[src/rtl/tm1638_display_ctrl.sv]
// TM1638 refresh sequencer: snapshots a 16-byte display image plus brightness and
// pushes it out as 18 handshaked words to an external SPI transmitter.
module tm1638_display_ctrl #(
   parameter int unsigned ACK_TIMEOUT = 8
) (
   input  logic          i_Clk,
   input  logic          i_Rst_n,
   input  logic          i_Update,
   input  logic [127:0]  i_Segments,
   input  logic [2:0]    i_Brightness,
   input  logic          i_Display_On,
   output logic          o_Busy,
   output logic          o_Done,
   output logic          o_SPI_Data_Ready,
   output logic [17:0]   o_SPI_Data,
   input  logic          i_SPI_Busy
);

   localparam int unsigned STEP_W = 5;
   localparam int unsigned DATA_W = 18;
   localparam int unsigned SEG_W  = 128;
   localparam int unsigned TO_W   = (ACK_TIMEOUT > 1) ? $clog2(ACK_TIMEOUT) : 1;
   localparam logic [STEP_W-1:0] LAST_STEP = 5'd17;

   typedef enum logic [2:0] {
      ST_IDLE,
      ST_SEND,
      ST_WAIT_ACK,
      ST_WAIT_DONE,
      ST_FINISH
   } state_e;

   state_e              state_q, state_d;
   logic [STEP_W-1:0]   step_q, step_d;
   logic [TO_W-1:0]     to_cnt_q, to_cnt_d;
   logic                pending_q, pending_d;
   logic [SEG_W-1:0]    seg_q, seg_d;
   logic [2:0]          bright_q, bright_d;
   logic                on_q, on_d;
   logic                ready_q, ready_d;
   logic [DATA_W-1:0]   data_q, data_d;
   logic                busy_q, busy_d;
   logic                done_q, done_d;

   logic [3:0]          seg_idx;
   logic [7:0]          seg_byte;
   logic [DATA_W-1:0]   word;
   logic                start;

   // Word for the current step, built from the snapshot registers
   always_comb begin
      seg_idx  = 4'(step_q - 5'd1);
      seg_byte = seg_q[{seg_idx, 3'b000} +: 8];
      if (step_q == '0) begin
         word = {1'b1, 1'b0, 8'h00, 8'h44};
      end else if (step_q == LAST_STEP) begin
         word = {1'b1, 1'b0, 8'h00, 8'h80 | {4'h0, on_q, bright_q}};
      end else begin
         word = {1'b1, 1'b1, seg_byte, 8'hC0 | {4'h0, seg_idx}};
      end
   end

   // Next-state and registered-output logic
   always_comb begin
      state_d   = state_q;
      step_d    = step_q;
      to_cnt_d  = to_cnt_q;
      pending_d = pending_q;
      seg_d     = seg_q;
      bright_d  = bright_q;
      on_d      = on_q;
      ready_d   = 1'b0;
      data_d    = data_q;

      start = (state_q == ST_IDLE) && pending_q;
      if (start) begin
         pending_d = 1'b0;
      end else if (i_Update) begin
         pending_d = 1'b1;
      end

      case (state_q)
         ST_IDLE: begin
            if (pending_q) begin
               seg_d    = i_Segments;
               bright_d = i_Brightness;
               on_d     = i_Display_On;
               step_d   = '0;
               state_d  = ST_SEND;
            end
         end
         // Strobe is raised while still in SEND; the strobe cycle itself moves on
         ST_SEND: begin
            if (ready_q) begin
               state_d  = ST_WAIT_ACK;
               to_cnt_d = '0;
            end else if (!i_SPI_Busy) begin
               ready_d = 1'b1;
               data_d  = word;
            end
         end
         ST_WAIT_ACK: begin
            if (i_SPI_Busy) begin
               state_d = ST_WAIT_DONE;
            end else if (to_cnt_q == TO_W'(ACK_TIMEOUT - 1)) begin
               state_d  = ST_SEND;
               to_cnt_d = '0;
            end else begin
               to_cnt_d = to_cnt_q + TO_W'(1);
            end
         end
         ST_WAIT_DONE: begin
            if (!i_SPI_Busy) begin
               if (step_q == LAST_STEP) begin
                  state_d = ST_FINISH;
               end else begin
                  step_d  = step_q + 5'd1;
                  state_d = ST_SEND;
               end
            end
         end
         ST_FINISH: begin
            state_d = ST_IDLE;
         end
         default: begin
            state_d = ST_IDLE;
         end
      endcase

      busy_d = (state_d != ST_IDLE);
      done_d = (state_d == ST_FINISH);
   end

   // Pending comes out of reset set so the first refresh runs on its own
   always_ff @(posedge i_Clk or negedge i_Rst_n) begin
      if (!i_Rst_n) begin
         state_q   <= ST_IDLE;
         step_q    <= '0;
         to_cnt_q  <= '0;
         pending_q <= 1'b1;
         seg_q     <= '0;
         bright_q  <= '0;
         on_q      <= 1'b0;
         ready_q   <= 1'b0;
         data_q    <= '0;
         busy_q    <= 1'b0;
         done_q    <= 1'b0;
      end else begin
         state_q   <= state_d;
         step_q    <= step_d;
         to_cnt_q  <= to_cnt_d;
         pending_q <= pending_d;
         seg_q     <= seg_d;
         bright_q  <= bright_d;
         on_q      <= on_d;
         ready_q   <= ready_d;
         data_q    <= data_d;
         busy_q    <= busy_d;
         done_q    <= done_d;
      end
   end

   assign o_Busy           = busy_q;
   assign o_Done           = done_q;
   assign o_SPI_Data_Ready = ready_q;
   assign o_SPI_Data       = data_q;

endmodule

[config.mk]
export PLATFORM = sky130hd
export DESIGN_NAME = tm1638_display_ctrl
export DESIGN_NICKNAME = d
export VERILOG_FILES = /design/src/rtl/tm1638_display_ctrl.sv
export SDC_FILE = /design/constraint.sdc
export NUM_CORES = 1
export LEC_CHECK = 0
export BUFFER_PORTS_ARGS = -buffer_cell sky130_fd_sc_hd__clkbuf_2
export CAP_MARGIN = 20
export CELL_PAD_IN_SITES_DETAIL_PLACEMENT = 1
export CELL_PAD_IN_SITES_GLOBAL_PLACEMENT = 2
export CORE_UTILIZATION = 36
export DETAILED_ROUTE_END_ITERATION = 12
export MAX_ROUTING_LAYER = met4
export PLACE_DENSITY = 0.89
export SLEW_MARGIN = 20
export SYNTH_ARGS = -nofsm -noshare
export SYNTH_HDL_FRONTEND = slang
export SYNTH_SLANG_ARGS = --single-unit
[constraint.sdc]
create_clock -name i_Clk -period 5.44 [get_ports i_Clk]
set_input_delay 1.632 -clock i_Clk [delete_from_list [all_inputs] [get_ports i_Clk]]
set_output_delay 1.632 -clock i_Clk [all_outputs]
set_load 0.02 [all_outputs]
==> impl_metrics.ini, run 1 <==
[timing]
period_minus_slack_ns = 3.40
finalMaxSlewViolations = 0
max_freq_ghz = 0.294
finClkSkew_ns = 0.0109
finalWorstSetupSlack_ns = 2.04
hold_viol = 0
post-route-period-util = 0.625
rsz0062_at_grt = false
setup_tns_ns = 0
relSlewSlack = 0.380
setup_viol = 0
worst_slew_pin_slew_ns = 0.930

[route]
antenna_left = 0
wire_per_inst_microns = 18.2
vias_per_cell = 4.97
first_pass_iters = 4
routed_wirelength_mm = 21.7
drt-initial-drc-count = 341
via_count = 5906
drcViolationCount = 0

[clock_network]
tritoncts = built
ctsRootBufferMaster = clkbuf_16
insertion_delay_ns = 0.44
cts_hold_buffers = 0
cts_resized = 0
htreeDepth = 4
numCtsBuffers = 17
cts_sinks = 163
postCtsSetupRepairBufs = 0
clk_pin_slew_ns = 0.06
clock_path_buffers = 2

[setup_path]
cp.required_ns = 5.75
cp_max_fo = 50
start_kind = flop
arrival_ns = 3.71
r2r_setup_slack_ns = 2.04
setup.worst_path.end_class = flop
critPathKind = reg -> reg

[logic_synthesis]
synthArstFlopShare = 1.00
syn_area_per_cell_sq_um = 9.65
ys_seq_elements = 163
synth_top_cell_area_share = 0.542
yosys-top-cells-area = dfrtp_1, nand2_1, mux4_2, mux2i_1, mux2_2
synthDistinctLibCells = 48
synth_flop_cell = dfrtp_1
syn_inst = 775
synthTopCellsByCount = nand2_1, dfrtp_1, mux2i_1
yosysTopAreaCell = dfrtp_1
mappedNetlistArea_sq_um = 7480
post-synth-top-count-cell = nand2_1
yosysSeqAreaShare = 0.545
synth-edff-count = 0
synth_warnings = 0

[pwr]
p_seq_frac = 0.382
irDropWorstVdd_mv = 0.280
p_per_area_nw_per_um2 = 643
switchingPower_mw = 2.27
internal_power_mw = 3.53
power_leakage_nw = 4.69
switching_share = 0.392
clockPowerShare = 0.216
combPwrFrac = 0.401

[floorplanning]
fp.dieArea_sq_um = 21400
rows = 52
die_h_microns = 146
die_x_microns = 146
core_area_sq_um = 20300
io_pins = 157
start_util = 0.369

[worst_hold_path]
hp-class = reg -> reg

[layout]
nNetsFinal = 1048
drive_gt1_frac = 0.254
multiInputGateArea_sq_um = 3160
diodes = 0
syn_to_final_growth_pct = 20.8
fillCellCount = 2385
seq_area_sq_um = 4080

[place]
place.gp.congestion = 0.822
pre_cts_slack_ns = 2.02
place_hpwl_mm = 15.9
io_buffers = 154

[global_route]
grt_usage = 0.220
grt_pass1_wl_mm = 34.5
grt_pass1_vias = 6231
antenna_found_initial = 0
grt_overflow = 0
grt_max_degree = 90

[flow_run]
cap_violations = 0

[status]
outcome = finished clean
-- cells by family (layout without fill, tap and decap cells) --
logic type / after synthesis / count (layout) / synth area share
flip-flops: 163 / 163 / 0.545
other: 1 / 2 / 0.000501
adder cells (fa/ha/maj): 6 / 6 / 0.0100
XOR/XNOR: 2 / 2 / 0.00335
buffers and inverters: 56 / 199 / 0.0368
AO/OA/AOI/OAI: 34 / 34 / 0.0328
AND/OR/NAND/NOR: 447 / 447 / 0.241
multiplexers: 66 / 66 / 0.131
-- area by class of cell --
type | instances | share of cell area
flip-flops and latches | 163 | 0.451
well taps | 270 | 0.0374
repair buffers | 160 | 0.0910
inverters | 7 | 0.00291
clock buffers | 21 | 0.0509
multi-input cells | 557 | 0.350
clock inverters | 11 | 0.0168
-- power groups by stage --
stage | sequential (mW) | clock [mW] | combinational, mW
final | 2.22 | 1.26 | 2.33
after global routing | 2.27 | 1.32 | 2.61
after CTS | 2.22 | 1.28 | 2.37
after detailed placement | 2.22 | 0 | 2.35
after global placement | 2.24 | 0 | 2.21
after floorplan | 2.02 | 0 | 1.85
-- stage by stage --
step | std cells | cell area [sq um] | power (mW) | hold slack [ns] | utilization
floorplan | 776 | 7480 | 3.87 | 0.437 | -
global placement | 1157 | 8430 | 4.46 | 0.455 | 0.415
detailed placement | 1157 | 8430 | 4.57 | 0.456 | 0.415
CTS | 1189 | 9040 | 5.87 | 0.473 | 0.445
global route | 1189 | 9040 | 6.20 | 0.486 | 0.445
finish | 1189 | 9040 | 5.81 | 0.464 | 0.445
-- layer usage --
layer  global-route usage  share of wire  up-vias
met2                0.353           0.49      134
met3               0.0388          0.039       20
met1                0.286           0.45     2972
met4               0.0651          0.016        0
li1                     -              -     2780
met5                    -              0        -
-- registers in the layout, indices dropped and copies added, names as in the netlist --
name,cells
on_q,1
o_Done,1
bright_q,3
to_cnt_q,3
seg_q,128
pending_q,1
o_SPI_Data_Ready,1
o_SPI_Data,16
step_q,5
state_q,3
o_Busy,1
-- final timing paths --
kind                           startpoint        endpoint  cells after the start
setup reg to reg                step_q[0]  o_SPI_Data[10]                      5
setup / recovery                step_q[0]  o_SPI_Data[10]                      5
max in group asynchronous         i_Rst_n       seg_q[53]                      2
hold reg to reg            o_SPI_Data[17]  o_SPI_Data[17]                      1
min in group asynchronous         i_Rst_n       seg_q[48]                      1
hold / removal             o_SPI_Data[17]  o_SPI_Data[17]                      1
-- worst max-delay path, stage by stage (launching register included) --
cell	delay [ns]
dfrtp_1	0.80
inv_2	0.31
ha_4	0.90
mux4_2	0.59
mux2_2	0.30
a221o_1	0.34
-- cells in the final DEF (no fill, tap or decap), drive strengths merged, types with 4 or more instances in the layout --
cell type / synthesis / layout
nor3: 9 / 9
buf: 25 / 7
nand2: 403 / 403
inv: 7 / 8
dfrtp: 162 / 162
a22o: 4 / 4
a221o: 8 / 8
ha: 6 / 6
o21ai: 7 / 7
clkbuf: 24 / 174
mux2i: 32 / 32
mux2: 10 / 10
a21oi: 8 / 8
clkinv: 0 / 6
nor2: 8 / 8
mux4: 24 / 24
Note: power is estimated with default switching activity, not from simulation.
==> inputs of run 2 (changes only) <==
Settings changed: CORE_UTILIZATION 36 to 30, PLACE_DENSITY 0.89 to 0.79.
Clock period 5.44 ns to 3 ns, I/O delays scaled along.
==> run 2 against run 1 <==
Net effect: clock power increased by 96%; register-to-register slack got worse by 1.7 ns; non-clock buffer count increased by 3; clock skew increased by 0.0034 ns; die area increased by 20%; critical path depth increased by 1; sequential power increased by 76%; worst hold slack improved by 0.0033 ns; clock-buffer cell count unchanged; sequential cell count unchanged; combinational power increased by 88%; largest cell class unchanged.
==> impl_metrics.ini, run 2 (same netlist as run 1, synthesis figures left out) <==
[global_route]
grt_pass1_vias = 6187
grt_pass1_wl_mm = 34.9
grt_usage = 0.186
grt_max_degree = 137
grt_overflow = 0
antenna_found_initial = 0

[layout]
regMostFlops = seg_q
largest_reg_flops = 128
syn_to_final_growth_pct = 23.6
diodes = 0
fin_cells = 1246
utilization = 0.379
mostFrequentLayoutCells = nand2_1, dfrtp_1, clkbuf_2, mux2i_1, mux4_2
final_common_cell = nand2_1
nNetsFinal = 1051
final_area_sq_um = 9250
drive_gt1_frac = 0.257

[setup_path]
cp_max_fo = 25
r2r_setup_slack_ns = 0.32
reg2reg_from = step_q[1]
start_kind = flop
cp_num_buf_inv = 1
cpPeakStageDelay_ns = 0.75
path_cells = inv_1, ha_1, xnor2_4, mux4_2, mux2_2, a221o_1
cp.required_ns = 3.30
critPathKind = reg -> reg
setup.worst_path.end_class = flop
reg2reg_depth = 6
arrival_ns = 2.98
r2r-end = o_SPI_Data[15]
crit_family = XOR/XNOR gates
slowest_stage = xnor2_4

[pwr]
clockPowerShare = 0.230
internal_power_mw = 6.67
power_leakage_nw = 4.75
p_seq_frac = 0.363
switchingPower_mw = 4.09
switching_share = 0.380
combPwrFrac = 0.407
p_per_area_nw_per_um2 = 1160
irDropWorstVdd_mv = 0.613

[floorplanning]
start_util = 0.307
die_x_microns = 160
fp.dieArea_sq_um = 25600
io_pins = 157
core_area_sq_um = 24400
die_h_microns = 160
rows = 57

[route]
routed_wirelength_mm = 21.9
antenna_left = 0
first_pass_iters = 4
drt-initial-drc-count = 388
wire_per_inst_microns = 17.5
via_count = 5840
drcViolationCount = 0
vias_per_cell = 4.69

[timing]
period_minus_slack_ns = 2.68
finClkSkew_ns = 0.0143
finalMaxSlewViolations = 0
worst_slew_pin_slew_ns = 0.933
rsz0062_at_grt = false
max_freq_ghz = 0.373
setup_viol = 0
post-route-period-util = 0.893
setup_tns_ns = 0
holdWs_ns = 0.467
relSlewSlack = 0.378
hold_viol = 0

[clock_network]
cts_sinks = 163
tritoncts = built
insertion_delay_ns = 0.43
ctsRootBufferMaster = clkbuf_16
cts_resized = 0
htreeDepth = 4
clock_path_buffers = 2
cts_hold_buffers = 0
numCtsBuffers = 17
clk_pin_slew_ns = 0.07
postCtsSetupRepairBufs = 0

[place]
place_hpwl_mm = 16.0
dp.cells = 1214
placed_area_sq_um = 8580
io_buffers = 154
place.gp.congestion = 0.791

[flow_run]
cap_violations = 0

[worst_hold_path]
hp-class = in -> async

[status]
outcome = finished clean
## run 2: stage by stage
step	setup slack [ns]	power, mW
final	0.322	10.8
after global routing	0.162	11.6
after CTS	0.298	10.9
after detailed placement	0.311	8.39
after global placement	0.419	8.26
after floorplan	0.384	7.01
## run 2: power by group through the flow
stage	combinational [mW]	clock (mW)	sequential, mW
after floorplan	3.35	0	3.66
after global placement	4.28	0	3.98
after detailed placement	4.46	0	3.93
after CTS	4.49	2.53	3.91
after global routing	4.94	2.61	4.02
final	4.38	2.47	3.91
## run 2: routing by layer
metal	share of wire	track usage
met4	0.0068	0.0489
met5	0	-
met1	0.47	0.253
met2	0.48	0.288
met3	0.037	0.0312
## run 2: area by class of cell
type	instances	area, sq um
well taps	324	405
fillers	2847	15100
flip-flops and latches	163	4080
multi-input cells	557	3160
clock buffers	21	470
inverters	7	26.3
repair buffers	163	907
clock inverters	11	199
## run 2: worst reg2reg max path, delay by kind of cell, from the launching register on
kind                     cells  cell delay (ns)
adder cells (fa/ha/maj)      1             0.26
buffers and inverters        1             0.12
flip-flops                   1             0.41
multiplexers                 2             0.71
XOR/XNOR                     1             0.75
AO/OA/AOI/OAI                1             0.31
## run 2: worst max-delay path by stage
| stage | depth (start not counted) | slack (ns) | from | endpoint |
|---|---|---|---|---|
| floorplan | 8 | 0.38 | step_q[0] | o_SPI_Data[8] |
| global placement | 6 | 0.42 | step_q[0] | o_SPI_Data[10] |
| detailed placement | 6 | 0.31 | step_q[1] | o_SPI_Data[15] |
| CTS | 6 | 0.30 | step_q[1] | o_SPI_Data[12] |
| global route | 6 | 0.16 | step_q[1] | o_SPI_Data[10] |
| finish | 6 | 0.32 | step_q[1] | o_SPI_Data[15] |
==> inputs of run 3 (changes only) <==
Settings changed: CORE_UTILIZATION 30 to 31, CTS_BUF_LIST set to sky130_fd_sc_hd__clkbuf_8, PLACE_DENSITY 0.79 to 0.81.
==> run 3 against run 2 <==
Net effect: wire length fell by 0.76%; cell count down 0.40%; via count shrank 0.72%; worst setup slack got worse by 0.089 ns; register-to-register slack lost 0.09 ns; sequential power up 1%; cell area is 3.4% lower; critical endpoint is now o_SPI_Data[10]; sequential share of layout area is 1.5 points higher; largest cell class unchanged; die area is 3.2% lower.
==> impl_metrics.ini, run 3 (same netlist as run 1, synthesis figures left out) <==
[route]
drcViolationCount = 0
wire_per_inst_microns = 17.5
via_count = 5798
antenna_left = 0
first_pass_iters = 4
drt-initial-drc-count = 319
vias_per_cell = 4.67
routed_wirelength_mm = 21.7

[layout]
drive_gt1_frac = 0.255
syn_to_final_growth_pct = 19.5
nNetsFinal = 1052
mostFrequentLayoutCells = nand2_1, dfrtp_1, clkbuf_2, mux2i_1, mux4_2
diodes = 0
largest_reg_flops = 128
regMostFlops = seg_q
final_common_cell = nand2_1

[setup_path]
critPathKind = reg -> reg
cp.required_ns = 3.34
arrival_ns = 3.11
start_kind = flop
cp_max_fo = 25
r2r_setup_slack_ns = 0.23
setup.worst_path.end_class = flop

[timing]
setup_tns_ns = 0
finalMaxSlewViolations = 0
setup_viol = 0
period_minus_slack_ns = 2.77
rsz0062_at_grt = false
post-route-period-util = 0.922
max_freq_ghz = 0.361
finClkSkew_ns = 0.0122
relSlewSlack = 0.350
worst_slew_pin_slew_ns = 0.976
hold_viol = 0

[global_route]
grt_max_degree = 137
antenna_found_initial = 0
grt_pass1_vias = 6135
grt_usage = 0.194
grt_pass1_wl_mm = 34.3
grt_overflow = 0

[clock_network]
insertion_delay_ns = 0.46
cts_hold_buffers = 0
ctsRootBufferMaster = clkbuf_8
htreeDepth = 4
clk_pin_slew_ns = 0.08
postCtsSetupRepairBufs = 0
numCtsBuffers = 17
cts_resized = 0
tritoncts = built
cts_sinks = 163
clock_path_buffers = 2

[worst_hold_path]
hp-class = in -> async

[floorplanning]
die_x_microns = 157
fp.dieArea_sq_um = 24800
start_util = 0.318
die_h_microns = 157
rows = 56
io_pins = 157
core_area_sq_um = 23500

[place]
place_hpwl_mm = 16.1
place.gp.congestion = 0.801
io_buffers = 154

[pwr]
power_leakage_nw = 4.62
combPwrFrac = 0.440
p_seq_frac = 0.402
clockPowerShare = 0.158
total_power_mw = 9.83
p_per_area_nw_per_um2 = 1100
internal_power_mw = 5.85
switching_share = 0.405
irDropWorstVdd_mv = 0.521
switchingPower_mw = 3.98

[status]
outcome = finished clean

[flow_run]
cap_violations = 0
-- run 3: cell types whose count changed in the layout (fill, tap and decap cells not counted), sizes merged --
cell	previous run	this run
inv	8	10
clkbuf	174	171
clkinvlp	2	4
bufinv	5	2
clkinv	3	4
buf	10	11
-- run 3: power groups by stage --
stage          Sequential (mW)  Combinational (mW)  Clock (mW)
2_1_floorplan             3.66                3.35           0
3_5_place_dp              3.97                4.40           0
5_1_grt                   4.05                4.88        1.68
6_report                  3.95                4.32        1.55
3_3_place_gp              4.01                4.20           0
4_1_cts                   3.95                4.41        1.60
-- run 3: path summary, 6_finish.rpt --
kind                       startpoint  cells past startpoint        endpoint
min in group i_Clk         seg_q[118]                      2      seg_q[118]
hold / removal                i_Rst_n                      1       seg_q[76]
hold reg to reg            seg_q[118]                      2      seg_q[118]
setup / recovery            step_q[1]                      6  o_SPI_Data[10]
setup reg to reg            step_q[1]                      6  o_SPI_Data[10]
max in group asynchronous     i_Rst_n                      2       seg_q[38]
-- run 3: cell type report --
| type | instances | area, sq um |
|---|---|---|
| multi-input combinational | 557 | 3160 |
| inverter | 7 | 26.3 |
| fill | 2786 | 14600 |
| tap | 319 | 399 |
| clock buffer | 18 | 248 |
| sequential | 163 | 4080 |
| timing repair buffer | 164 | 902 |
| clock inverter | 13 | 121 |
-- run 3: through the flow --
stage          hold WS [ns]  cell area [sq um]   util  setup WS [ns]  cells
6_report              0.247               8940  0.380          0.233   1241
5_1_grt               0.215               8940  0.380         0.0584   1241
3_3_place_gp          0.449               8570  0.364          0.408   1210
3_5_place_dp          0.461               8570  0.364          0.246   1210
2_1_floorplan         0.437               7480      -          0.384    776
4_1_cts               0.215               8940  0.380          0.226   1241
-- run 3: layer usage --
metal | GRT usage | vias to the layer above | wire [microns]
met2 | 0.302 | 121 | 10400
met1 | 0.253 | 2876 | 9980
met4 | 0.0555 | 0 | 324
li1 | - | 2782 | -
met5 | - | - | 0
met3 | 0.0416 | 19 | 940
-- run 3: critical path, cell delays in order, from the launching register on --
cell and delay [ns]:
dfrtp_1 0.43, inv_1 0.13, ha_1 0.27, xnor2_4 0.78, mux4_2 0.43, mux2_2 0.29, a221o_1 0.33
